==> src/rtl/clk_divider_prog.sv <==
// Programmable multi-channel clock-enable/divider: each channel emits a one-cycle tick every D+1
// cycles and a 50%-duty clk_out of period 2*(D+1); divisor writes are double-buffered.
module clk_divider_prog #(
  parameter int N_CH  = 4,
  parameter int CNT_W = 16,
  localparam int SEL_W = (N_CH > 1) ? $clog2(N_CH) : 1
) (
  input  logic             clk,
  input  logic             rst,
  input  logic             en,
  input  logic [N_CH-1:0]  ch_en,
  input  logic             sync,
  input  logic             div_we,
  input  logic [SEL_W-1:0] div_sel,
  input  logic [CNT_W-1:0] div_val,
  output logic [N_CH-1:0]  tick,
  output logic [N_CH-1:0]  clk_out
);

  // Reset divisor for channel k is 2**k-1, saturating at all-ones when it does not fit.
  function automatic logic [CNT_W-1:0] dflt_div(input int k);
    logic [CNT_W-1:0] v;
    v = '0;
    for (int b = 0; b < CNT_W; b++) begin
      if (b < k) v[b] = 1'b1;
    end
    return v;
  endfunction

  logic [CNT_W-1:0] cnt     [N_CH];
  logic [CNT_W-1:0] act     [N_CH];
  logic [CNT_W-1:0] shd     [N_CH];
  logic [CNT_W-1:0] shd_nxt [N_CH];
  logic [N_CH-1:0]  run;
  logic [N_CH-1:0]  term;
  logic             sel_ok;

  // div_we is a single-cycle strobe with no back-pressure: a write is taken on every edge where
  // div_we=1 and div_sel addresses an existing channel; out-of-range indices are dropped silently.
  always_comb begin
    sel_ok = (int'(div_sel) < N_CH);
    for (int k = 0; k < N_CH; k++) begin
      shd_nxt[k] = shd[k];
      if (div_we && sel_ok && (div_sel == SEL_W'(k))) shd_nxt[k] = div_val;
      run[k]  = en && ch_en[k];
      // ">=" lets a shrunk divisor terminate at once instead of wrapping through 2**CNT_W.
      term[k] = (cnt[k] >= act[k]);
    end
  end

  always_ff @(posedge clk or negedge rst) begin
    if (!rst) begin
      for (int k = 0; k < N_CH; k++) begin
        cnt[k]     <= '0;
        act[k]     <= dflt_div(k);
        shd[k]     <= dflt_div(k);
        tick[k]    <= 1'b0;
        clk_out[k] <= 1'b0;
      end
    end else begin
      for (int k = 0; k < N_CH; k++) begin
        shd[k] <= shd_nxt[k];
        if (sync) begin
          cnt[k]     <= '0;
          tick[k]    <= 1'b0;
          clk_out[k] <= 1'b0;
          act[k]     <= shd_nxt[k];
        end else if (run[k]) begin
          if (term[k]) begin
            cnt[k]     <= '0;
            tick[k]    <= 1'b1;
            clk_out[k] <= ~clk_out[k];
            act[k]     <= shd_nxt[k];
          end else begin
            cnt[k]  <= cnt[k] + CNT_W'(1);
            tick[k] <= 1'b0;
          end
        end else begin
          // Held channels keep phase but pick up divisor changes immediately.
          tick[k] <= 1'b0;
          act[k]  <= shd_nxt[k];
        end
      end
    end
  end

endmodule
==> config.mk <==
export PLATFORM = sky130hd
export DESIGN_NAME = clk_divider_prog
export DESIGN_NICKNAME = d
export VERILOG_FILES = /design/src/rtl/clk_divider_prog.sv
export SDC_FILE = /design/constraint.sdc
export NUM_CORES = 1
export LEC_CHECK = 0
export CORE_ASPECT_RATIO = 0.8
export CORE_MARGIN = 2
export CORE_UTILIZATION = 54
export CTS_CLUSTER_SIZE = 40
export DETAILED_ROUTE_END_ITERATION = 10
export PLACE_DENSITY = 0.8
export SLEW_MARGIN = 20
export SYNTH_ARGS = -nofsm -noshare
export SYNTH_HDL_FRONTEND = slang
export SYNTH_SLANG_ARGS = --single-unit
==> constraint.sdc <==
create_clock -name clk -period 4.4 [get_ports clk]
set_clock_uncertainty 0.2 [all_clocks]
set_input_delay 1.1 -clock clk [delete_from_list [all_inputs] [get_ports clk]]
set_output_delay 1.1 -clock clk [all_outputs]
set_load 0.005 [all_outputs]
==> flow_metrics.py, run 1 <==
metrics = {
    "cells_and_area": {
        "regArea_um2": 5020,
        "multi_input_area_um2": 4690,
        "area_growth_pct": 11.0,
        "final_area_um2": 11300,
        "final_cells": 1242,
        "layout.nets": 1073,
        "drive_above_1_share": 0.171,
        "fillCellCount": 1426,
        "num_antenna_cells": 0,
    },
    "placed_design": {
        "gp_congestion": 0.800,
        "place_inst": 1212,
        "place_ws_ps": 712,
        "portBuffers": 34,
        "dpl-instance-area_um2": 10800,
        "hpwl_um": 15100,
    },
    "detailed_routing": {
        "drt_iter0_markers": 536,
        "drt-pass1-iter-count": 5,
        "via_count": 7315,
        "viasPerCell": 5.89,
        "drtAntennaViolNets": 0,
        "drt-total-wl_um": 22000,
        "wl_per_cell_um": 17.7,
        "drc": 0,
    },
    "synth": {
        "syn_nets": 1040,
        "synth_top_area_frac": 0.463,
        "ys_dominant_reg_cell": "dfrtp_1",
        "syn-cell-area_um2": 10200,
        "synth.distinct_cells": 62,
        "yosys_warnings": 0,
        "async_flop_share": 1.00,
        "synth_cells": 945,
        "synth_top_area_cell": "dfrtp_1",
        "synth_top_family_by_area": "compound AO/OA/AOI/OAI gates",
        "syn_area_per_cell_um2": 10.8,
        "synth_fa_ha_area_frac": 0.0837,
        "synth_edf_count": 0,
        "synth_area_leaders": "dfrtp_1 46%, mux2_2 9.8%, ha_1 8.4%",
        "synth-xor-area-share": 0.00345,
        "synthSimpleGateAreaFrac": 0.127,
        "ys_ff_latch": 200,
        "seq_area_frac_synth": 0.494,
        "synth.area.mux_share": 0.115,
        "synth_compound_area_frac": 0.131,
    },
    "timing": {
        "min_period_ps": 3400,
        "setup_ws_ps": 999,
        "finalCritPeriodShare": 0.773,
        "rsz0062_at_grt": "false",
        "worst_pin_slew_ps": 935,
        "slew_viol_final": 0,
        "fmax_ghz": 0.294,
        "setup_violations": 0,
        "hold_slack_ps": 297,
        "tns_ps": 0,
        "slew_headroom": 0.377,
        "finalHoldViolations": 0,
    },
    "power": {
        "peakVddDrop_mv": 0.291,
        "combPwrFrac": 0.158,
        "p_sw_w": 0.00112,
        "p_per_area_nw_per_um2": 378,
        "internal_power_w": 0.00314,
        "leakage_nw": 5.22,
        "seqPwrFrac": 0.510,
        "swShare": 0.263,
        "pwr-share-clk": 0.332,
    },
    "worst_hold_path": {
        "hold_path_class": "flop to flop",
        "holdPathStages": 1,
    },
    "global_route": {
        "grt_pass1_wl_um": 36400,
        "grt_pass1_vias": 7278,
        "grt_overflow": 0,
        "antenna_found_initial": 0,
        "track_usage": 0.233,
        "grt_max_degree": 97,
    },
    "clock_network": {
        "ctsHoldBuffers": 0,
        "cts_tree": "yes",
        "cts.sinks": 200,
        "htree_levels": 4,
        "clk_path_buf_depth": 2,
        "clk_pin_slew_ps": 70,
        "cts_resized": 0,
        "numCtsBuffers": 17,
        "clockRootBuffer": "clkbuf_16",
        "clk_latency_ps": 440,
        "postCtsSetupBuffers": 0,
    },
    "run_status": {
        "status": "complete, no violations",
    },
    "worst_setup_path": {
        "critPathRequiredTime_ps": 4560,
        "worstSetupPathType": "flop to flop",
        "end_kind": "flop",
        "startpoint_type": "flop",
        "cp_max_fo": 28,
        "arrival_ps": 3560,
        "worstRegToRegCells": 8,
    },
    "die": {
        "start_util": 0.556,
        "die_h_um": 127,
        "std_cell_rows": 44,
        "core-area_um2": 18300,
        "ios": 35,
        "die_area_um2": 19900,
        "dieWidth_um": 157,
    },
    "run": {
        "drv_cap": 0,
    },
}
per-layer routing:
layer,vias to the layer above,part of all wire,track usage
met3,33,0.052,0.0547
met5,-,0,0
met4,0,0.021,0.0738
met2,162,0.46,0.359
met1,3670,0.46,0.329
li1,3450,-,-
state kept, by name (all words and copies together), names as in the netlist:
name / flops
clk_out: 4
tick: 4
shd: 64
act: 64
cnt: 64
stage by stage:
step / total power [W] / utilization
global route: 0.00447 / 0.617
detailed placement: 0.00288 / 0.589
global placement: 0.00283 / 0.589
CTS: 0.00428 / 0.617
finish: 0.00426 / 0.617
floorplan: 0.00265 / -
area by class of cell:
type / instances / share of cell area
Sequential cell: 200 / 0.445
Multi-Input combinational cell: 635 / 0.416
Inverter: 78 / 0.0260
Tap cell: 253 / 0.0281
Timing Repair Buffer: 46 / 0.0396
Clock buffer: 21 / 0.0408
Clock inverter: 9 / 0.00477
cell usage in the layout (no fill, tap or decap), drive strengths merged, types with 4 or more instances in the layout:
master and instances:
nand3 39, nor3b 8, o311ai 9, a21o 19, nor3 15, or3 15, nor4 7, nand4 17
nor2b 9, clkinv 7, nor2 47, dfstp 12, ha 68, inv 78, or2 4, a22o 6
a31oi 12, a211oi 4, o21ai 38, clkbuf 22, buf 12, nand2b 5, a21oi 77, mux2 99
o211ai 12, a31o 4, nand2 66, a211o 4, clkdlybuf4s50 33, dfrtp 188, o21a 10, and2 5
and3 13
Yosys cell counts, types with 10 or more instances:
master,instances
dfrtp_1,188
mux2_2,88
inv_1,78
a21oi_1,77
ha_1,68
nand2_1,63
nor2_1,47
nand3_1,39
o21ai_0,36
a21o_1,19
nand4_1,17
clkbuf_1,16
nor3_1,15
or3_1,15
and3_1,13
a31oi_1,12
dfstp_2,12
o211ai_1,11
mux2_4,10
o21a_1,10
power by group through the flow:
stage                     Sequential, W  Combinational (W)  Clock, W
after floorplan                 0.00217           0.000474         0
after global routing            0.00219           0.000762   0.00151
after global placement          0.00219           0.000637         0
after detailed placement        0.00221           0.000672         0
after CTS                       0.00217           0.000681   0.00143
final                           0.00217           0.000675   0.00141
cell families (layout without fill, tap and decap cells):
kind of cell	count (synthesis)	after routing
DFF	200	200
AOI/OAI and AO/OA	207	207
adders and majority gates	68	68
buffers and inverters	110	154
and+or+nand+nor	255	255
xor gates and xnor gates	4	4
muxes	101	101
worst max-delay path: stages (launching register included):
cell and delay, ps:
dfrtp_1 410, ha_1 320, a21o_1 190, a211o_1 310
a211oi_1 540, o211a_1 830, buf_4 350, nor2_1 60
a21oi_1 120
path summary, 6_finish.rpt:
check / slack [ps] / startpoint / to
worst max-delay path: 1000 / cnt[6]$_DFFE_PN0P_ / act[6]$_DFFE_PN0P_
max in group asynchronous: 2580 / rst / act[40]$_DFFE_PN0P_
worst max register to register: 1000 / cnt[6]$_DFFE_PN0P_ / act[6]$_DFFE_PN0P_
worst min register to register: 300 / shd[13]$_DFF_PN0_ / shd[13]$_DFF_PN0_
min in group asynchronous: 510 / rst / cnt[43]$_DFFE_PN0P_
worst min-delay path: 300 / shd[13]$_DFF_PN0_ / shd[13]$_DFF_PN0_
(Power assumes the default switching activity.)
==> run 2, diff against run 1 <==
Settings changed: PLACE_DENSITY 0.8 to 0.82.
Clock period 4.4 ns to 2.98 ns, I/O delays scaled along.
==> flow_metrics.py, run 2 (synthesis gave the netlist of run 1 again) <==
metrics = {
    "worst_hold_path": {
        "hold_path_class": "input port to asynchronous set/reset pin",
    },
    "die": {
        "std_cell_rows": 44,
        "die_area_um2": 19900,
        "start_util": 0.556,
        "dieWidth_um": 157,
        "ios": 35,
        "core-area_um2": 18300,
        "die_h_um": 127,
    },
    "run_status": {
        "status": "complete, no violations",
    },
    "worst_setup_path": {
        "critical_path.cell_chain": "ha_1 > a21o_1 > a21o_1 > a2111oi_2 > o211a_1 > buf_12 > a21oi_1 > o21ai_0",
        "crit_path_top_delay_cell": "a2111oi_2",
        "worstSetupPathType": "flop to flop",
        "cp_max_fo": 45,
        "r2r_slack_ps": 160,
        "end_kind": "flop",
        "startpoint_type": "flop",
        "critPathRequiredTime_ps": 3130,
        "critPathBufInv": 1,
        "regToRegStartpoint": "cnt[13]$_DFFE_PN0P_",
        "r2r-end": "cnt[14]$_DFFE_PN0P_",
        "cp_common_cell": "a21o_1",
        "worstRegToRegCells": 8,
        "arrival_ps": 2960,
        "cp_slowest_stage_delay_ps": 590,
        "cp_top_family": "compound AO/OA/AOI/OAI gates",
    },
    "detailed_routing": {
        "viasPerCell": 5.90,
        "drt-pass1-iter-count": 5,
        "wl_per_cell_um": 18.0,
        "drt-total-wl_um": 22700,
        "drc": 0,
        "drt_iter0_markers": 589,
        "via_count": 7468,
        "drtAntennaViolNets": 0,
    },
    "power": {
        "leakage_nw": 5.42,
        "combPwrFrac": 0.157,
        "peakVddDrop_mv": 0.366,
        "internal_power_w": 0.00494,
        "seqPwrFrac": 0.482,
        "swShare": 0.257,
        "p_per_area_nw_per_um2": 572,
        "pwr-share-clk": 0.361,
        "p_sw_w": 0.00171,
    },
    "timing": {
        "finalHoldViolations": 0,
        "min_period_ps": 2820,
        "rsz0062_at_grt": "false",
        "tns_ps": 0,
        "slew_headroom": 0.512,
        "fmax_ghz": 0.355,
        "slew_viol_final": 0,
        "hold_slack_ps": 73.7,
        "setup_violations": 0,
        "worst_pin_slew_ps": 732,
        "finalCritPeriodShare": 0.945,
        "setup_ws_ps": 164,
    },
    "cells_and_area": {
        "area_growth_pct": 14.4,
        "layout.nets": 1095,
        "reg.largest.list": "act: 64 flops, cnt: 64 flops, shd: 64 flops",
        "final_common_cell": "dfrtp_1",
        "final_cell_mix": "188 x dfrtp_1, 88 x mux2_2, 78 x inv_1, 76 x a21oi_1, 68 x ha_1",
        "drive_above_1_share": 0.193,
        "fin_util": 0.636,
        "num_antenna_cells": 0,
    },
    "global_route": {
        "grt_pass1_vias": 7743,
        "grt_overflow": 0,
        "antenna_found_initial": 1,
        "grt_pass1_wl_um": 38300,
        "track_usage": 0.245,
        "grt_max_degree": 63,
    },
    "clock_network": {
        "numCtsBuffers": 17,
        "ctsHoldBuffers": 0,
        "cts.sinks": 200,
        "cts_tree": "yes",
        "htree_levels": 4,
        "clockRootBuffer": "clkbuf_16",
        "clk_pin_slew_ps": 70,
        "clk_latency_ps": 440,
        "clk_path_buf_depth": 2,
    },
    "placed_design": {
        "portBuffers": 34,
        "place_ws_ps": 6.32,
        "hpwl_um": 15800,
        "gp_congestion": 0.827,
    },
    "run": {
        "drv_cap": 0,
    },
}
[run 2: changes by cell type in the layout (fill, tap and decap cells not counted), moves of 2 or more]
cell	before	now
buf_12	1	6
buf_4	11	28
bufinv_16	0	2
clkbuf_1	2	0
clkbuf_8	3	7
clkinv_2	6	2
clkinv_4	1	3
[run 2: worst max path at each step]
| stage | start | to | slack (ps) | cells past startpoint |
|---|---|---|---|---|
| finish | cnt[13]$_DFFE_PN0P_ | cnt[14]$_DFFE_PN0P_ | 160 | 8 |
| global route | act[32]$_DFFE_PN1P_ | cnt[37]$_DFFE_PN0P_ | 30 | 8 |
| CTS | act[32]$_DFFE_PN1P_ | cnt[46]$_DFFE_PN0P_ | 50 | 8 |
| detailed placement | en | cnt[37]$_DFFE_PN0P_ | 6 | 8 |
| global placement | en | cnt[37]$_DFFE_PN0P_ | 20 | 8 |
| floorplan | cnt[46]$_DFFE_PN0P_ | act[37]$_DFFE_PN0P_ | 400 | 7 |
[run 2: per-layer routing]
| metal | vias to the layer above | part of all wire | track usage |
|---|---|---|---|
| li1 | 3485 | - | - |
| met1 | 3744 | 0.45 | 0.332 |
| met2 | 194 | 0.47 | 0.385 |
| met3 | 45 | 0.056 | 0.0625 |
| met4 | 0 | 0.023 | 0.0882 |
| met5 | - | 0 | 0 |
[run 2: cell type report]
cell class / instances / area (µm²)
Clock buffer: 23 / 508
Clock inverter: 9 / 113
Fill cell: 1356 / 6650
Inverter: 78 / 293
Multi-Input combinational cell: 635 / 4700
Sequential cell: 200 / 5020
Tap cell: 253 / 317
Timing Repair Buffer: 68 / 674
[run 2: repair_timing]
item,4_1_cts,5_1_grt
gates resized for setup,0,3
endpoints found under the setup margin,0,13
setup buffers,0,0
endpoints found under the hold margin,0,0
[run 2: through the flow]
step | instances | cell area (µm²) | power, W
2_1_floorplan | 945 | 10200 | 0.00391
3_3_place_gp | 1234 | 11000 | 0.00419
3_5_place_dp | 1234 | 11000 | 0.00428
4_1_cts | 1266 | 11600 | 0.00669
5_1_grt | 1266 | 11600 | 0.00697
6_report | 1266 | 11600 | 0.00665
[run 2: worst reg2reg max path: cells and delay by family (launching register included)]
| family | cells | cell delay, ps |
|---|---|---|
| AOI/OAI and AO/OA | 6 | 1540 |
| adders and majority gates | 1 | 330 |
| buffers and inverters | 1 | 230 |
| DFF | 1 | 430 |
[run 2: power groups by stage]
stage,sequential [W],combinational (W),clock (W)
after floorplan,0.00321,0.000700,0
after global placement,0.00323,0.000955,0
after detailed placement,0.00326,0.00102,0
after CTS,0.00321,0.00104,0.00244
after global routing,0.00325,0.00118,0.00255
final,0.00321,0.00104,0.00240
